**config.mk**
```make
export PLATFORM = sky130hd
export DESIGN_NAME = ram_seq_ctrl
export DESIGN_NICKNAME = d
export VERILOG_FILES = /design/src/rtl/ram_seq_pkg.sv /design/src/rtl/ram_dwell_cnt.sv /design/src/rtl/ram_seq_ctrl.sv
export SDC_FILE = /design/constraint.sdc
export NUM_CORES = 1
export LEC_CHECK = 0
export ABC_AREA = 1
export ABC_CLOCK_PERIOD_IN_PS = 2900
export BUFFER_PORTS_ARGS = -buffer_cell sky130_fd_sc_hd__buf_2
export CORE_MARGIN = 4
export CORE_UTILIZATION = 57
export DETAILED_ROUTE_END_ITERATION = 12
export HOLD_SLACK_MARGIN = 0.05
export PLACE_DENSITY_LB_ADDON = 0.05
export SLEW_MARGIN = 20
export SYNTH_ARGS = -nofsm -noshare
export SYNTH_HDL_FRONTEND = slang
export SYNTH_HIERARCHICAL = 1
export SYNTH_SLANG_ARGS = --single-unit
```
**constraint.sdc**
```tcl
create_clock -name sys_clk -period 2.9 [get_ports sys_clk]
set_clock_uncertainty 0.2 [all_clocks]
set_input_delay 0.435 -clock sys_clk [delete_from_list [all_inputs] [get_ports sys_clk]]
set_output_delay 0.435 -clock sys_clk [all_outputs]
set_load 0.005 [all_outputs]
```
**src/rtl/ram_seq_pkg.sv**
```systemverilog
// Shared types for the RAM fill/scan sequencer: FSM states and read-mode constants.
package ram_seq_pkg;

  typedef enum logic [1:0] {
    IDLE  = 2'd0,
    WRITE = 2'd1,
    READ  = 2'd2
  } seq_state_t;

  localparam int RD_LOOP = 0;
  localparam int RD_ONCE = 1;

endpackage

```
**src/rtl/ram_dwell_cnt.sv**
```systemverilog
// Dwell counter: counts 0..CNT_MAX-1 while enabled and flags the terminal count
// combinationally so the sequencer can advance the address on the same edge it wraps.
module ram_dwell_cnt #(
  parameter int CNT_MAX = 24_999_999
) (
  input  logic clk,
  input  logic rst_n,
  input  logic clr,
  input  logic en,
  output logic tc
);

  localparam int CNT_W = (CNT_MAX > 1) ? $clog2(CNT_MAX) : 1;
  localparam logic [CNT_W-1:0] CNT_LAST = CNT_W'(CNT_MAX - 1);

  logic [CNT_W-1:0] cnt_reg;
  logic [CNT_W-1:0] cnt_next;

  always_comb begin
    cnt_next = cnt_reg;
    if (clr) begin
      cnt_next = '0;
    end else if (en) begin
      cnt_next = (cnt_reg == CNT_LAST) ? '0 : cnt_reg + CNT_W'(1);
    end
  end

  always_ff @(posedge clk or negedge rst_n) begin
    if (!rst_n) begin
      cnt_reg <= '0;
    end else begin
      cnt_reg <= cnt_next;
    end
  end

  assign tc = en && !clr && (cnt_reg == CNT_LAST);

endmodule

```
**src/rtl/ram_seq_ctrl.sv**
```systemverilog
// Sequencer for a single-port synchronous RAM: fills it with a seeded incrementing
// pattern, then scans it back with a programmable dwell per address. All outputs registered.
module ram_seq_ctrl
  import ram_seq_pkg::*;
#(
  parameter int DATA_W  = 8,
  parameter int ADDR_W  = 8,
  parameter int DEPTH   = 256,
  parameter int CNT_MAX = 24_999_999,
  parameter int RD_MODE = 0
) (
  input  logic              sys_clk,
  input  logic              sys_rst_n,
  input  logic              wr_flag,
  input  logic              rd_flag,
  input  logic [DATA_W-1:0] wr_seed,
  output logic              wr_en,
  output logic              rd_en,
  output logic [ADDR_W-1:0] addr,
  output logic [DATA_W-1:0] wr_data,
  output logic              busy,
  output logic              wr_done,
  output logic              rd_wrap
);

  // Wrap is explicit so DEPTH need not be a power of two.
  localparam logic [ADDR_W-1:0] LAST_ADDR = ADDR_W'(DEPTH - 1);

  seq_state_t        state_reg, state_next;
  logic [ADDR_W-1:0] addr_reg, addr_next;
  logic [ADDR_W-1:0] addr_inc;
  logic [DATA_W-1:0] wr_data_reg, wr_data_next;
  logic [DATA_W-1:0] seed_reg, seed_next;
  logic              rd_pend_reg, rd_pend_next;
  logic              wr_en_reg, wr_en_next;
  logic              rd_en_reg, rd_en_next;
  logic              busy_reg, busy_next;
  logic              wr_done_reg, wr_done_next;
  logic              rd_wrap_reg, rd_wrap_next;
  logic              dwell_tc;

  assign addr_inc = addr_reg + ADDR_W'(1);

  // Counter is held clear outside READ, so every scan entry starts a fresh dwell.
  ram_dwell_cnt #(
    .CNT_MAX (CNT_MAX)
  ) u_dwell (
    .clk   (sys_clk),
    .rst_n (sys_rst_n),
    .clr   (state_reg != READ),
    .en    (state_reg == READ),
    .tc    (dwell_tc)
  );

  always_comb begin
    state_next   = state_reg;
    addr_next    = addr_reg;
    wr_data_next = wr_data_reg;
    seed_next    = seed_reg;
    rd_pend_next = rd_pend_reg;
    wr_en_next   = 1'b0;
    rd_en_next   = 1'b0;
    wr_done_next = 1'b0;
    rd_wrap_next = 1'b0;

    case (state_reg)
      IDLE: begin
        if (wr_flag) begin
          state_next   = WRITE;
          seed_next    = wr_seed;
          addr_next    = '0;
          wr_data_next = wr_seed;
          wr_en_next   = 1'b1;
          rd_pend_next = rd_flag;
        end else if (rd_flag) begin
          state_next = READ;
          addr_next  = '0;
          rd_en_next = 1'b1;
        end
      end

      WRITE: begin
        if (addr_reg == LAST_ADDR) begin
          addr_next    = '0;
          wr_done_next = 1'b1;
          rd_pend_next = 1'b0;
          if (rd_pend_reg || rd_flag) begin
            state_next = READ;
            rd_en_next = 1'b1;
          end else begin
            state_next = IDLE;
          end
        end else begin
          addr_next    = addr_inc;
          wr_data_next = DATA_W'(addr_inc) + seed_reg;
          wr_en_next   = 1'b1;
          rd_pend_next = rd_pend_reg | rd_flag;
        end
      end

      READ: begin
        if (wr_flag) begin
          // A write request aborts the scan; a same-cycle read flag queues a rescan.
          state_next   = WRITE;
          seed_next    = wr_seed;
          addr_next    = '0;
          wr_data_next = wr_seed;
          wr_en_next   = 1'b1;
          rd_pend_next = rd_flag;
        end else if (rd_flag) begin
          state_next = IDLE;
          addr_next  = '0;
        end else begin
          rd_en_next = 1'b1;
          if (dwell_tc) begin
            if (addr_reg == LAST_ADDR) begin
              addr_next    = '0;
              rd_wrap_next = 1'b1;
              if (RD_MODE == RD_ONCE) begin
                state_next = IDLE;
                rd_en_next = 1'b0;
              end
            end else begin
              addr_next = addr_inc;
            end
          end
        end
      end

      default: begin
        state_next = IDLE;
        addr_next  = '0;
      end
    endcase

    busy_next = (state_next != IDLE);
  end

  always_ff @(posedge sys_clk or negedge sys_rst_n) begin
    if (!sys_rst_n) begin
      state_reg   <= IDLE;
      addr_reg    <= '0;
      wr_data_reg <= '0;
      seed_reg    <= '0;
      rd_pend_reg <= 1'b0;
      wr_en_reg   <= 1'b0;
      rd_en_reg   <= 1'b0;
      busy_reg    <= 1'b0;
      wr_done_reg <= 1'b0;
      rd_wrap_reg <= 1'b0;
    end else begin
      state_reg   <= state_next;
      addr_reg    <= addr_next;
      wr_data_reg <= wr_data_next;
      seed_reg    <= seed_next;
      rd_pend_reg <= rd_pend_next;
      wr_en_reg   <= wr_en_next;
      rd_en_reg   <= rd_en_next;
      busy_reg    <= busy_next;
      wr_done_reg <= wr_done_next;
      rd_wrap_reg <= rd_wrap_next;
    end
  end

  assign wr_en   = wr_en_reg;
  assign rd_en   = rd_en_reg;
  assign addr    = addr_reg;
  assign wr_data = wr_data_reg;
  assign busy    = busy_reg;
  assign wr_done = wr_done_reg;
  assign rd_wrap = rd_wrap_reg;

endmodule

```
==> impl_table.tex <==
\begin{tabular}{lr}
\hline
Metric & Value \\
\hline
\multicolumn{2}{l}{\textbf{Clock network}} \\
\quad Setup fix buffers added after clock tree synthesis & 0 \\
\quad Post-CTS clock slew at the launch and capture registers of the worst setup and hold paths & 0.06 ns \\
\quad Post-cts sizing count & 0 \\
\quad Clock insertion delay at the later pin of the skew report & 0.33 ns \\
\quad Clock Tree Root & clkbuf\_8 \\
\quad Num Clock Sinks & 57 \\
\quad Maximum clock path buffer count & 2 \\
\quad Clock tree from TritonCTS & done \\
\quad Total CTS buffers & 9 \\
\quad \# H-tree levels & 3 \\
\multicolumn{2}{l}{\textbf{Logic synthesis}} \\
\quad Yosys warns & 6 \\
\quad Post-Syn Nets & 513 \\
\quad Gate count after technology mapping & 485 \\
\quad Number of distinct library cell variants in the gate-level netlist after synthesis & 32 \\
\quad Sequential fraction of the synthesis area & 39.8\% \\
\quad Mean Syn Cell Area & 7.39 um\^{}2 \\
\quad Synth async-reset ratio & 100\% \\
\quad EDFF count, synth & 0 \\
\quad Post-synthesis instance area & 0.00359 mm\^{}2 \\
\quad Flip-flop and latch count after synthesis & 57 \\
\quad Flip-flop cell with the highest count after synthesis & dfrtp\_1 \\
\multicolumn{2}{l}{\textbf{Worst setup path}} \\
\quad Library cell contributing the largest single delay on the critical path & dfrtp\_1 \\
\quad Critical Path Start Type & flip-flop \\
\quad Crit. End Element & flip-flop \\
\quad Cells along the critical path & ha\_1 > nand2\_2 > nor2\_1 > nand3\_1 > xor2\_1 > inv\_1 > ha\_1 > nand2\_1 > inv\_1 > nand2\_1 > nand2\_1 > a21oi\_1 > inv\_1 > nand2\_1 > nand3\_1 > nand2\_1 > nand2\_1 \\
\quad Family with the most delay on the worst path & simple AND/OR/NAND/NOR gates \\
\quad Depth of the worst register-to-register path & 17 \\
\quad WP data required & 2.93 ns \\
\quad Max stage delay on crit path & 0.42 ns \\
\quad Reg-to-reg setup timing slack & 0.28 ns \\
\quad Crit Reg-Reg Endpoint & wr\_data[7]\$\_DFFE\_PN0P\_ \\
\quad Critical path arrival & 2.65 ns \\
\quad Worst reg2reg startpoint & addr[0]\$\_DFFE\_PN0P\_ \\
\quad Kind of critical path & reg -> reg \\
\quad Worst-path fanout max & 5 \\
\quad Number of cells on the critical path & 17 \\
\quad Buffers plus inverters on the worst setup path & 3 \\
\quad Most Frequent Cell on Critical Path & nand2\_1 \\
\multicolumn{2}{l}{\textbf{Drt}} \\
\quad Remaining antenna violation count after routing & 0 \\
\quad Detail-routed via count per cell & 5.36 \\
\quad DR pass1 iterations & 5 \\
\quad Mean routed wirelength per cell & 13.7 um \\
\quad WL final & 8280 um \\
\quad DRC & 0 \\
\quad Vias after detailed routing & 3248 \\
\quad DRC violation total after the first TritonRoute iteration & 197 \\
\multicolumn{2}{l}{\textbf{Floorplan}} \\
\quad Die width & 87.3 um \\
\quad Top-Level Pins & 33 \\
\quad Total core area & 0.00603 mm\^{}2 \\
\quad Die height & 87.3 um \\
\quad Number of cell rows & 28 \\
\quad Die area & 0.00762 mm\^{}2 \\
\quad Initial Utilization & 59.5\% \\
\multicolumn{2}{l}{\textbf{Layout}} \\
\quad Number of inserted diodes & 0 \\
\quad Register cell area after layout & 0.00143 mm\^{}2 \\
\quad Footprint of the multi-input gates & 0.00183 mm\^{}2 \\
\quad Net count, final & 554 \\
\quad Number of flip-flops in the largest register & 25 \\
\quad Share of final-layout standard cells stronger than drive strength 1 & 14.1\% \\
\quad Most common cell after layout, fill and taps aside & nand2\_1 \\
\quad Commonest non-fill, non-tap cells in the layout & nand2\_1, inv\_1, dfrtp\_1 \\
\quad Filler Cells Inserted & 533 \\
\quad P\&R area growth vs syn & 11.7\% \\
\multicolumn{2}{l}{\textbf{Worst hold path}} \\
\quad Min-Delay Endpoint & seed\_reg[5]\$\_DFFE\_PN0P\_ \\
\quad Worst min-delay path class & in -> reg \\
\quad Worst hold path depth & 3 \\
\quad Hold path startpoint & wr\_seed[5] \\
\multicolumn{2}{l}{\textbf{STA}} \\
\quad Worst-case headroom to the max-slew limit & 47.1\% \\
\quad Measured slew at the worst slew-check pin & 0.789 ns \\
\quad Final number of hold-violating endpoints & 0 \\
\quad Final critical delay including setup and external delays & 2.62 ns \\
\quad Setup repair after global routing missed its margin & no \\
\quad Achievable Freq & 0.381 GHz \\
\quad Number of failing setup endpoints in the final timing report & 0 \\
\quad Setup total negative slack & 0 ns \\
\quad Final Max Slew Viols & 0 \\
\quad Period utilization & 90.4\% \\
\multicolumn{2}{l}{\textbf{Run status}} \\
\quad Result of the run & finished clean \\
\multicolumn{2}{l}{\textbf{Placement}} \\
\quad Number of buffers added on ports & 32 \\
\quad HPWL Detailed & 6220 um \\
\quad Routability cong. & 0.890 \\
\multicolumn{2}{l}{\textbf{Global route}} \\
\quad GRT Overall Usage & 23.3\% \\
\quad Number of antenna violations at the first check in global routing & 0 \\
\quad First-pass GRT wire length & 14000 um \\
\quad Total congestion overflow after global routing & 0 \\
\quad Pin count of the biggest net entering global routing & 34 \\
\quad Via count of the first global-routing pass & 3048 \\
\multicolumn{2}{l}{\textbf{Power and ir drop}} \\
\quad Leakage & 2.00 nW \\
\quad VDD IR-drop max & 0.517 mV \\
\quad P\_int & 1.68 mW \\
\quad Relative contribution of the clock network to total power & 24.0\% \\
\quad Power consumption & 2.76 mW \\
\quad Combinational share of power & 37.0\% \\
\quad Part of the power in registers & 39.0\% \\
\quad Power Dens Cells & 690 mW/mm\^{}2 \\
\quad Switching part of the total & 39.3\% \\
\quad Net load switching power & 1.09 mW \\
\multicolumn{2}{l}{\textbf{Job}} \\
\quad Count of maximum capacitance violations & 0 \\
\hline
\end{tabular}
worst reg2reg max path: cells and delay by family, from the launching register on:
kind / cells / cell delay, ns
AO/OA/AOI/OAI: 1 / 0.17
XOR/XNOR: 1 / 0.21
adder cells (fa/ha/maj): 2 / 0.53
buffers and inverters: 3 / 0.17
flip-flops: 1 / 0.42
AND/OR/NAND/NOR: 10 / 0.82
synth_stat cells, types with 4 or more instances:
library cell  number  area [um^2]
nand2_1          130          488
inv_1             75          282
dfrtp_1           57         1430
nor2_1            46          173
nand3_1           43          215
o21ai_0           19         95.1
a21oi_1           16         80.1
ha_1              15          188
xor2_1            13          114
o22ai_1           12         75.1
o21ai_1            8         40.0
nand4_1            7         43.8
nand2_2            6         37.5
nor2_4             6         67.6
o211ai_1           4         30.0
per-stage QoR:
| step | instance area, um^2 | setup slack, ns | utilization, % | hold slack [ns] | instances |
|---|---|---|---|---|---|
| final | 4000 | 0.277 | 66.4 | 0.124 | 606 |
| after global routing | 4000 | 0.0116 | 66.4 | 0.134 | 606 |
| after CTS | 4000 | 0.310 | 66.4 | 0.109 | 606 |
| after detailed placement | 3820 | 0.369 | 63.4 | 0.261 | 589 |
| after global placement | 3820 | 0.438 | 63.4 | 0.259 | 589 |
| after floorplan | 3590 | 0.570 | - | -0.0606 | 485 |
layout make-up:
class / count / area share [%]
clock buffer: 13 / 3.97
clock inverter: 3 / 0.375
inverter: 75 / 7.03
multi-input combinational: 346 / 45.7
sequential: 57 / 35.6
tap: 75 / 2.34
timing repair buffer: 37 / 5.00
logic make-up (layout without fill, tap and decap cells):
logic type	count (synthesis)	in the layout	share of synthesized area [%]
AND/OR/NAND/NOR	253	253	31.8
buffers and inverters	82	128	9.25
adder cells (fa/ha/maj)	16	16	5.79
flip-flops	57	57	39.8
AO/OA/AOI/OAI	63	63	9.94
XOR/XNOR	14	14	3.42
power groups by stage:
| stage | combinational (mW) | clock (mW) | sequential, mW |
|---|---|---|---|
| 2_1_floorplan | 0.708 | 0 | 1.06 |
| 3_3_place_gp | 0.994 | 0 | 1.07 |
| 3_5_place_dp | 1.01 | 0 | 1.08 |
| 4_1_cts | 1.02 | 0.674 | 1.07 |
| 5_1_grt | 1.17 | 0.720 | 1.09 |
| 6_report | 1.02 | 0.664 | 1.08 |
how the worst max path moves through the flow:
stage	to	start	slack, ns
after global routing	wr_data[7]$_DFFE_PN0P_	addr[0]$_DFFE_PN0P_	0.01
after global placement	wr_data[7]$_DFFE_PN0P_	addr[0]$_DFFE_PN0P_	0.44
after detailed placement	wr_data[7]$_DFFE_PN0P_	addr[0]$_DFFE_PN0P_	0.37
final	wr_data[7]$_DFFE_PN0P_	addr[0]$_DFFE_PN0P_	0.28
after floorplan	wr_data[6]$_DFFE_PN0P_	addr[0]$_DFFE_PN0P_	0.57
after CTS	wr_data[7]$_DFFE_PN0P_	addr[0]$_DFFE_PN0P_	0.31
what timing repair did:
item / 4_1_cts / 5_1_grt
hold buffers: 1 / 0
endpoints found under the hold margin: 31 / 0
endpoints found under the setup margin: 0 / 0
layer usage:
layer  vias to the layer above  wire, um  global-route usage, %
met5                         -         0                      0
met2                        83      3500                   33.6
met3                         8       401                   3.60
met1                      1527      4300                   35.6
li1                       1630         -                      -
met4                         0        75                   7.67
Power figures use the tool's default switching activity.
